<file path="src/rtl/snake_game_core.sv">
// Snake game engine: owns snake segments, length, food and game state on a
// 32x24 cell grid; advances one move per tick and relocates food via an LFSR.
module snake_game_core #(
   parameter int unsigned GRID_W    = 32,
   parameter int unsigned GRID_H    = 24,
   parameter int unsigned INIT_LEN  = 3,
   parameter int unsigned MAX_LEN   = 63,
   parameter logic [15:0] LFSR_SEED = 16'hACE1
) (
   input  logic         clk,
   input  logic         clrn,
   input  logic         tick,
   input  logic [1:0]   dir_in,
   input  logic         dir_valid,
   input  logic         start,
   output logic [1:0]   game_state,
   output logic [5:0]   snake_length,
   output logic [319:0] snake_x_1dim,
   output logic [319:0] snake_y_1dim,
   output logic [4:0]   food_x,
   output logic [4:0]   food_y
);

   localparam int unsigned NSEG = 64;
   localparam int unsigned CW   = 5;
   localparam int unsigned LW   = 6;
   localparam int unsigned VW   = NSEG * CW;

   localparam logic [1:0] ST_RUN  = 2'b00;
   localparam logic [1:0] ST_DIE  = 2'b01;
   localparam logic [1:0] ST_INIT = 2'b10;

   localparam logic PH_MOVE = 1'b0;
   localparam logic PH_FOOD = 1'b1;

   localparam logic [1:0] D_UP    = 2'b00;
   localparam logic [1:0] D_DOWN  = 2'b01;
   localparam logic [1:0] D_RIGHT = 2'b10;

   localparam logic [VW-1:0] INIT_X = VW'({5'd14, 5'd15, 5'd16});
   localparam logic [VW-1:0] INIT_Y = VW'({5'd12, 5'd12, 5'd12});

   logic [1:0]    state_q, state_d;
   logic          phase_q, phase_d;
   logic [LW-1:0] len_q, len_d;
   logic [1:0]    cur_dir_q, cur_dir_d;
   logic [1:0]    pend_dir_q, pend_dir_d;
   logic [VW-1:0] seg_x_q, seg_x_d;
   logic [VW-1:0] seg_y_q, seg_y_d;
   logic [CW-1:0] food_x_q, food_x_d;
   logic [CW-1:0] food_y_q, food_y_d;
   logic [15:0]   lfsr_q, lfsr_d;

   logic [CW-1:0] head_x, head_y, next_x, next_y;
   logic          wall_hit, eat, body_hit, cand_bad;
   logic [LW:0]   body_lim;
   logic [CW-1:0] cand_x, cand_y;

   // Next head position, wall/eat detection, body collision and food candidate test
   always_comb begin
      head_x   = seg_x_q[CW-1:0];
      head_y   = seg_y_q[CW-1:0];
      next_x   = head_x;
      next_y   = head_y;
      wall_hit = 1'b0;
      case (pend_dir_q)
         D_UP: begin
            wall_hit = (head_y == 5'd0);
            next_y   = head_y - 5'd1;
         end
         D_DOWN: begin
            wall_hit = (head_y == 5'(GRID_H - 1));
            next_y   = head_y + 5'd1;
         end
         D_RIGHT: begin
            wall_hit = (head_x == 5'(GRID_W - 1));
            next_x   = head_x + 5'd1;
         end
         default: begin
            wall_hit = (head_x == 5'd0);
            next_x   = head_x - 5'd1;
         end
      endcase
      eat      = (next_x == food_x_q) && (next_y == food_y_q);
      // The tail cell is vacated on a non-eating move, so it is excluded then
      body_lim = eat ? {1'b0, len_q} : ({1'b0, len_q} - 7'd1);
      body_hit = 1'b0;
      cand_x   = lfsr_q[4:0];
      cand_y   = lfsr_q[9:5];
      cand_bad = (cand_y >= 5'(GRID_H));
      for (int i = 0; i < NSEG; i++) begin
         if ((7'(i) < body_lim) && (seg_x_q[CW*i +: CW] == next_x) &&
             (seg_y_q[CW*i +: CW] == next_y))
            body_hit = 1'b1;
         if ((7'(i) < {1'b0, len_q}) && (seg_x_q[CW*i +: CW] == cand_x) &&
             (seg_y_q[CW*i +: CW] == cand_y))
            cand_bad = 1'b1;
      end
   end

   // Game state machine and next-state for all game registers
   always_comb begin
      state_d    = state_q;
      phase_d    = phase_q;
      len_d      = len_q;
      cur_dir_d  = cur_dir_q;
      pend_dir_d = pend_dir_q;
      seg_x_d    = seg_x_q;
      seg_y_d    = seg_y_q;
      food_x_d   = food_x_q;
      food_y_d   = food_y_q;
      lfsr_d     = {lfsr_q[14:0], lfsr_q[15] ^ lfsr_q[13] ^ lfsr_q[12] ^ lfsr_q[10]};
      case (state_q)
         ST_INIT: begin
            if (start) state_d = ST_RUN;
         end
         ST_RUN: begin
            // A direct reversal would fold the head into the neck; drop it
            if (dir_valid && (dir_in != (cur_dir_q ^ 2'b01))) pend_dir_d = dir_in;
            if (phase_q == PH_MOVE) begin
               if (tick) begin
                  cur_dir_d = pend_dir_q;
                  if (wall_hit || body_hit) begin
                     state_d = ST_DIE;
                  end else begin
                     seg_x_d = {seg_x_q[VW-CW-1:0], next_x};
                     seg_y_d = {seg_y_q[VW-CW-1:0], next_y};
                     if (eat) begin
                        if (len_q != 6'(MAX_LEN)) len_d = len_q + 6'd1;
                        phase_d = PH_FOOD;
                     end
                  end
               end
            end else if (!cand_bad) begin
               food_x_d = cand_x;
               food_y_d = cand_y;
               phase_d  = PH_MOVE;
            end
         end
         ST_DIE: begin
            if (start) begin
               state_d    = ST_INIT;
               phase_d    = PH_MOVE;
               len_d      = 6'(INIT_LEN);
               cur_dir_d  = D_RIGHT;
               pend_dir_d = D_RIGHT;
               seg_x_d    = INIT_X;
               seg_y_d    = INIT_Y;
               food_x_d   = 5'd24;
               food_y_d   = 5'd12;
               lfsr_d     = LFSR_SEED;
            end
         end
         default: state_d = ST_INIT;
      endcase
   end

   // Game registers with asynchronous reset to the initial layout
   always_ff @(posedge clk or negedge clrn) begin
      if (!clrn) begin
         state_q    <= ST_INIT;
         phase_q    <= PH_MOVE;
         len_q      <= 6'(INIT_LEN);
         cur_dir_q  <= D_RIGHT;
         pend_dir_q <= D_RIGHT;
         seg_x_q    <= INIT_X;
         seg_y_q    <= INIT_Y;
         food_x_q   <= 5'd24;
         food_y_q   <= 5'd12;
         lfsr_q     <= LFSR_SEED;
      end else begin
         state_q    <= state_d;
         phase_q    <= phase_d;
         len_q      <= len_d;
         cur_dir_q  <= cur_dir_d;
         pend_dir_q <= pend_dir_d;
         seg_x_q    <= seg_x_d;
         seg_y_q    <= seg_y_d;
         food_x_q   <= food_x_d;
         food_y_q   <= food_y_d;
         lfsr_q     <= lfsr_d;
      end
   end

   assign game_state   = state_q;
   assign snake_length = len_q;
   assign snake_x_1dim = seg_x_q;
   assign snake_y_1dim = seg_y_q;
   assign food_x       = food_x_q;
   assign food_y       = food_y_q;

endmodule
</file>
<file path="config.mk">
export PLATFORM = sky130hd
export DESIGN_NAME = snake_game_core
export DESIGN_NICKNAME = d
export VERILOG_FILES = /design/src/rtl/snake_game_core.sv
export SDC_FILE = /design/constraint.sdc
export NUM_CORES = 2
export LEC_CHECK = 0
export CORE_MARGIN = 4
export CORE_UTILIZATION = 60
export DETAILED_ROUTE_END_ITERATION = 7
export HOLD_SLACK_MARGIN = 0.06
export PLACE_DENSITY_LB_ADDON = 0.25
export SYNTH_ARGS = -nofsm -noshare
export SYNTH_HDL_FRONTEND = slang
export SYNTH_SLANG_ARGS = --single-unit
export TNS_END_PERCENT = 30
</file>
<file path="constraint.sdc">
create_clock -name clk -period 13.8 [get_ports clk]
set_input_delay 2.76 -clock clk [delete_from_list [all_inputs] [get_ports clk]]
set_output_delay 2.76 -clock clk [all_outputs]
set_load 0.02 [all_outputs]
</file>
==> summary.txt <==
Floorplanning
  • Horiz. Die Dim: ~280 um
  • FP Rows: between 100 and 150
  • Die area: ~81,000 um2
  • DIE HEIGHT: 284 um
  • Initial core utilization: 0.605
  • Ports: between 600 and 700
  • Core area: 75,800 um2

Worst setup path
  • Number of cells on the worst reg-to-reg path: 20
  • CP Cell Sequence: inv_1 > fa_2 > buf_4 > buf_4 > xor2_1 > nand4_1 > o2bb2ai_1 > o211ai_1 > a2111oi_4 > buf_4 > mux2i_1 > o22ai_1 > a31oi_1 > a31oi_1 > a2111oi_0 > nand4_2 > nor2_4 > buf_12 > buf_4 > o21ai_0
  • Setup Crit Path Kind: flip-flop to flip-flop
  • Delay-heaviest family, CP: buffers and inverters
  • Crit-path max FO: 145
  • Worst Path Buf+Inv: 6
  • Critical path's slowest cell: mux2i_1
  • Path length in cells of the critical path: 20
  • Worst Path Arrival: 9740 ps
  • Critical path endpoint category: flip-flop
  • Critical Path RT: roughly 14,000 ps
  • Startpoint type of the worst setup path: flip-flop
  • CP max stage delay: about 1100 ps
  • Most frequent CP cell: buf_4

Final layout
  • Share of cells above drive strength 1: 0.0482
  • Final net count: between 5,000 and 6,000
  • Area growth, synth to finish: 20.0%
  • Final instance area: between 50,000 and 60,000 um2

Synthesis
  • Number of synthesized flops with an enable pin: 0
  • Async S/R FF share, synth: 1.00
  • Syn_nets: roughly 5,500
  • Post-synthesis simple-gate area fraction: 0.196
  • Synthesized area per cell: 8.29 um2
  • Post-Synth XOR/XNOR Area: 0.255
  • Gate count of the mapped netlist: 5,530
  • Multiplexer share of the synthesized area: 0.00843
  • Largest family of logic cells by synthesized area: XOR/XNOR gates
  • Sequential share of the synthesized area: 0.371
  • Synth warnings: 0
  • Yosys cell types: 87
  • Most used DFF post-synth: dfrtp_1
  • Post-Synth Adder-Cell Area: 0.00382
  • Mapped cell area: between 40,000 and 50,000 um2
  • Synthesized flop and latch total: 679
  • Area fraction in compound gates after synthesis: 0.119

Detailed routing
  • DRC: 0
  • Routed wire length on met2: ~84,000 um
  • TritonRoute pass-1 iters: 6
  • Met3 wire length: 27,700 um
  • Total Wirelength: ~200,000 um
  • Vias/cell: about 6.6
  • Mean routed wirelength per cell: between 20 and 30 um
  • Via count: between 40,000 and 50,000
  • Detailed router's first-iteration violation count: ~6,500
  • DR top layer: met5
  • Post-route ant nets: 0
  • Met1 Wirelength: 69,800 um

CTS
  • Num Clock Sinks: 679
  • Clock Path Buffers: 3
  • Cts repair resizes: 0
  • Clock slew at reported path FFs: approximately 70 ps
  • CTS tree: built
  • CTS root buf: clkbuf_16
  • H-tree levels: 3
  • Num CTS Buffers: 76
  • Setup Buffers After CTS: 0
  • Worst-skew pair later-pin latency: around 640 ps
  • Hold buffer count at cts: 0

Timing
  • Clock period minus worst slack: a little over 9000 ps
  • Final period util: 0.673
  • Hold Fails Final Rpt: 0
  • Fin Setup TNS: 0 ps
  • Clock skew: about 32 ps
  • Worst-margin pin slew: around 1500 ps
  • Final setup viols: 0
  • Slew margin rel.: -0.0260
  • F_max: 0.108 GHz
  • RSZ-0062 raised after global routing: no
  • Slew Viols, Final: approximately 120

Place
  • RD Place Congestion: roughly 1
  • PortBufs: 664
  • Dpl hpwl: approximately 130,000 um
  • Placed cell areas: about 53,000 um2

Global route
  • Number of global-route vias before repair: around 44,000
  • Pin count of the biggest net entering global routing: between 300 and 400
  • First-pass GRT wire length: between 200,000 and 300,000 um
  • Initial antenna violation count: 10
  • Grt ovf: 0
  • Global Route Usage Sum: 0.469

Run status
  • Status: complete, but fails checks
  • Failing checks: slew limit

Power
  • Static Leak: 21.8 nW
  • Pwr dens: 246 nW/um2
  • Peak supply drop: 345 uV

Run
  • Max Cap Viol: 0

Min path
  • Hold/Removal Path Class: flip-flop to flip-flop
  • Hold Path Stages: 1
==> worst register-to-register path: cells and delay by family, from the launching register on <==
kind / cells / cell delay [ps]
AOI/OAI and AO/OA: 8 / 2240
xor gates and xnor gates: 1 / 210
adders and majority gates: 1 / 590
buffers and inverters: 6 / 2920
DFF: 1 / 800
muxes: 1 / 1070
and+or+nand+nor: 3 / 1270
==> cell families after synthesis <==
kind of cell | count (synthesis)
AOI/OAI and AO/OA | 952
DFF | 679
muxes | 30
buffers and inverters | 499
adders and majority gates | 13
and+or+nand+nor | 2030
xor gates and xnor gates | 1327
==> final cells by class <==
| type | instances | area, um2 |
|---|---|---|
| inverters | 30 | 113 |
| flip-flops and latches | 679 | 17100 |
| multi-input cells | 4352 | 26800 |
| clock inverters | 25 | 265 |
| clock buffers | 109 | 2230 |
| repair buffers | 743 | 7320 |
| well taps | 978 | 1220 |
| fillers | 5775 | 20800 |
| diodes | 7 | 17.5 |
==> registers in the layout, summed over array words and instances (netlist names) <==
name / cells
game_state: 2
lfsr_q: 16
snake_length: 6
snake_x_1dim: 320
cur_dir_q: 2
phase_q: 1
food_y: 5
snake_y_1dim: 320
food_x: 5
pend_dir_q: 2
==> cells in the mapped netlist, types with 10 or more instances <==
| library cell | count | area, um2 |
|---|---|---|
| buf_1 | 49 | 184 |
| or4_1 | 10 | 75.1 |
| clkbuf_1 | 271 | 1020 |
| nand2b_1 | 15 | 93.8 |
| o22ai_1 | 14 | 87.6 |
| o31ai_1 | 17 | 128 |
| nor4_1 | 156 | 976 |
| nand4_1 | 156 | 976 |
| o21ai_0 | 266 | 1330 |
| nor2_1 | 108 | 405 |
| o2111ai_1 | 27 | 236 |
| a21oi_1 | 68 | 340 |
| mux2i_1 | 15 | 150 |
| inv_1 | 27 | 101 |
| and3_1 | 20 | 125 |
| buf_2 | 132 | 661 |
| dfrtp_1 | 648 | 16200 |
| or3_1 | 29 | 181 |
| nand2_1 | 1328 | 4980 |
| xor2_1 | 618 | 5410 |
| a2111oi_0 | 27 | 236 |
| o21ai_1 | 405 | 2030 |
| nor3_1 | 76 | 380 |
| xnor2_1 | 702 | 6150 |
| and2_1 | 12 | 75.1 |
| dfstp_2 | 31 | 815 |
| ha_1 | 10 | 125 |
| nand3_1 | 80 | 400 |
| a31oi_1 | 26 | 163 |
==> power breakdown <==
part,switching [mW],internal (mW)
sequential,0.923,2.28
clock,0.877,1.20
combinational,5.46,2.80
==> routing by layer <==
layer	vias up	GRT usage
met5	-	0
met4	10	0.287
met3	1062	0.145
met2	3818	0.699
met1	21700	0.600
li1	19200	-
==> placed cells by master, fill, tap and decap left out, drive strengths merged, types with 9 or more instances in the layout <==
| cell | netlist | final |
|---|---|---|
| or4 | 10 | 10 |
| nand4 | 157 | 157 |
| nor4 | 157 | 157 |
| o21ai | 671 | 671 |
| dfstp | 31 | 31 |
| or2 | 9 | 9 |
| ha | 10 | 10 |
| dfrtp | 648 | 648 |
| o31ai | 17 | 17 |
| nor2 | 110 | 110 |
| o2111ai | 28 | 28 |
| clkbuf | 271 | 109 |
| and2 | 12 | 12 |
| clkinv | 2 | 16 |
| nand2b | 15 | 15 |
| inv | 28 | 34 |
| clkdlybuf4s50 | 0 | 663 |
| or3 | 29 | 29 |
| nor2b | 9 | 9 |
| a31oi | 26 | 26 |
| nor3 | 77 | 77 |
| mux2 | 9 | 9 |
| buf | 198 | 79 |
| xnor2 | 704 | 704 |
| a21oi | 68 | 68 |
| nand2 | 1328 | 1328 |
| o211ai | 9 | 9 |
| and3 | 20 | 20 |
| o22ai | 14 | 14 |
| nand3 | 80 | 80 |
| xor2 | 618 | 618 |
| mux2i | 15 | 15 |
| a2111oi | 28 | 28 |
==> path summary, 6_finish.rpt <==
kind                       slack [ps]                to            start
max reg2reg                      4510  snake_x_1dim[18]  snake_x_1dim[0]
max in group asynchronous        9370         lfsr_q[4]             clrn
min reg2reg                       440        lfsr_q[15]       lfsr_q[14]
max                              4510  snake_x_1dim[18]  snake_x_1dim[0]
min                               440        lfsr_q[15]       lfsr_q[14]
min in group asynchronous        2070  snake_x_1dim[35]             clrn
==> metrics by stage <==
stage | std cells | hold slack, ps | power, mW | util | setup slack (ps)
floorplan | 5530 | 410 | 8.69 | - | 7400
global placement | 6781 | 417 | 10.9 | 0.693 | 5230
detailed placement | 6782 | 431 | 11.1 | 0.693 | 4910
CTS | 6916 | 438 | 13.1 | 0.726 | 4910
global route | 6916 | 450 | 14.0 | 0.726 | 4260
finish | 6923 | 439 | 13.5 | 0.726 | 4510
(Power assumes the default switching activity.)
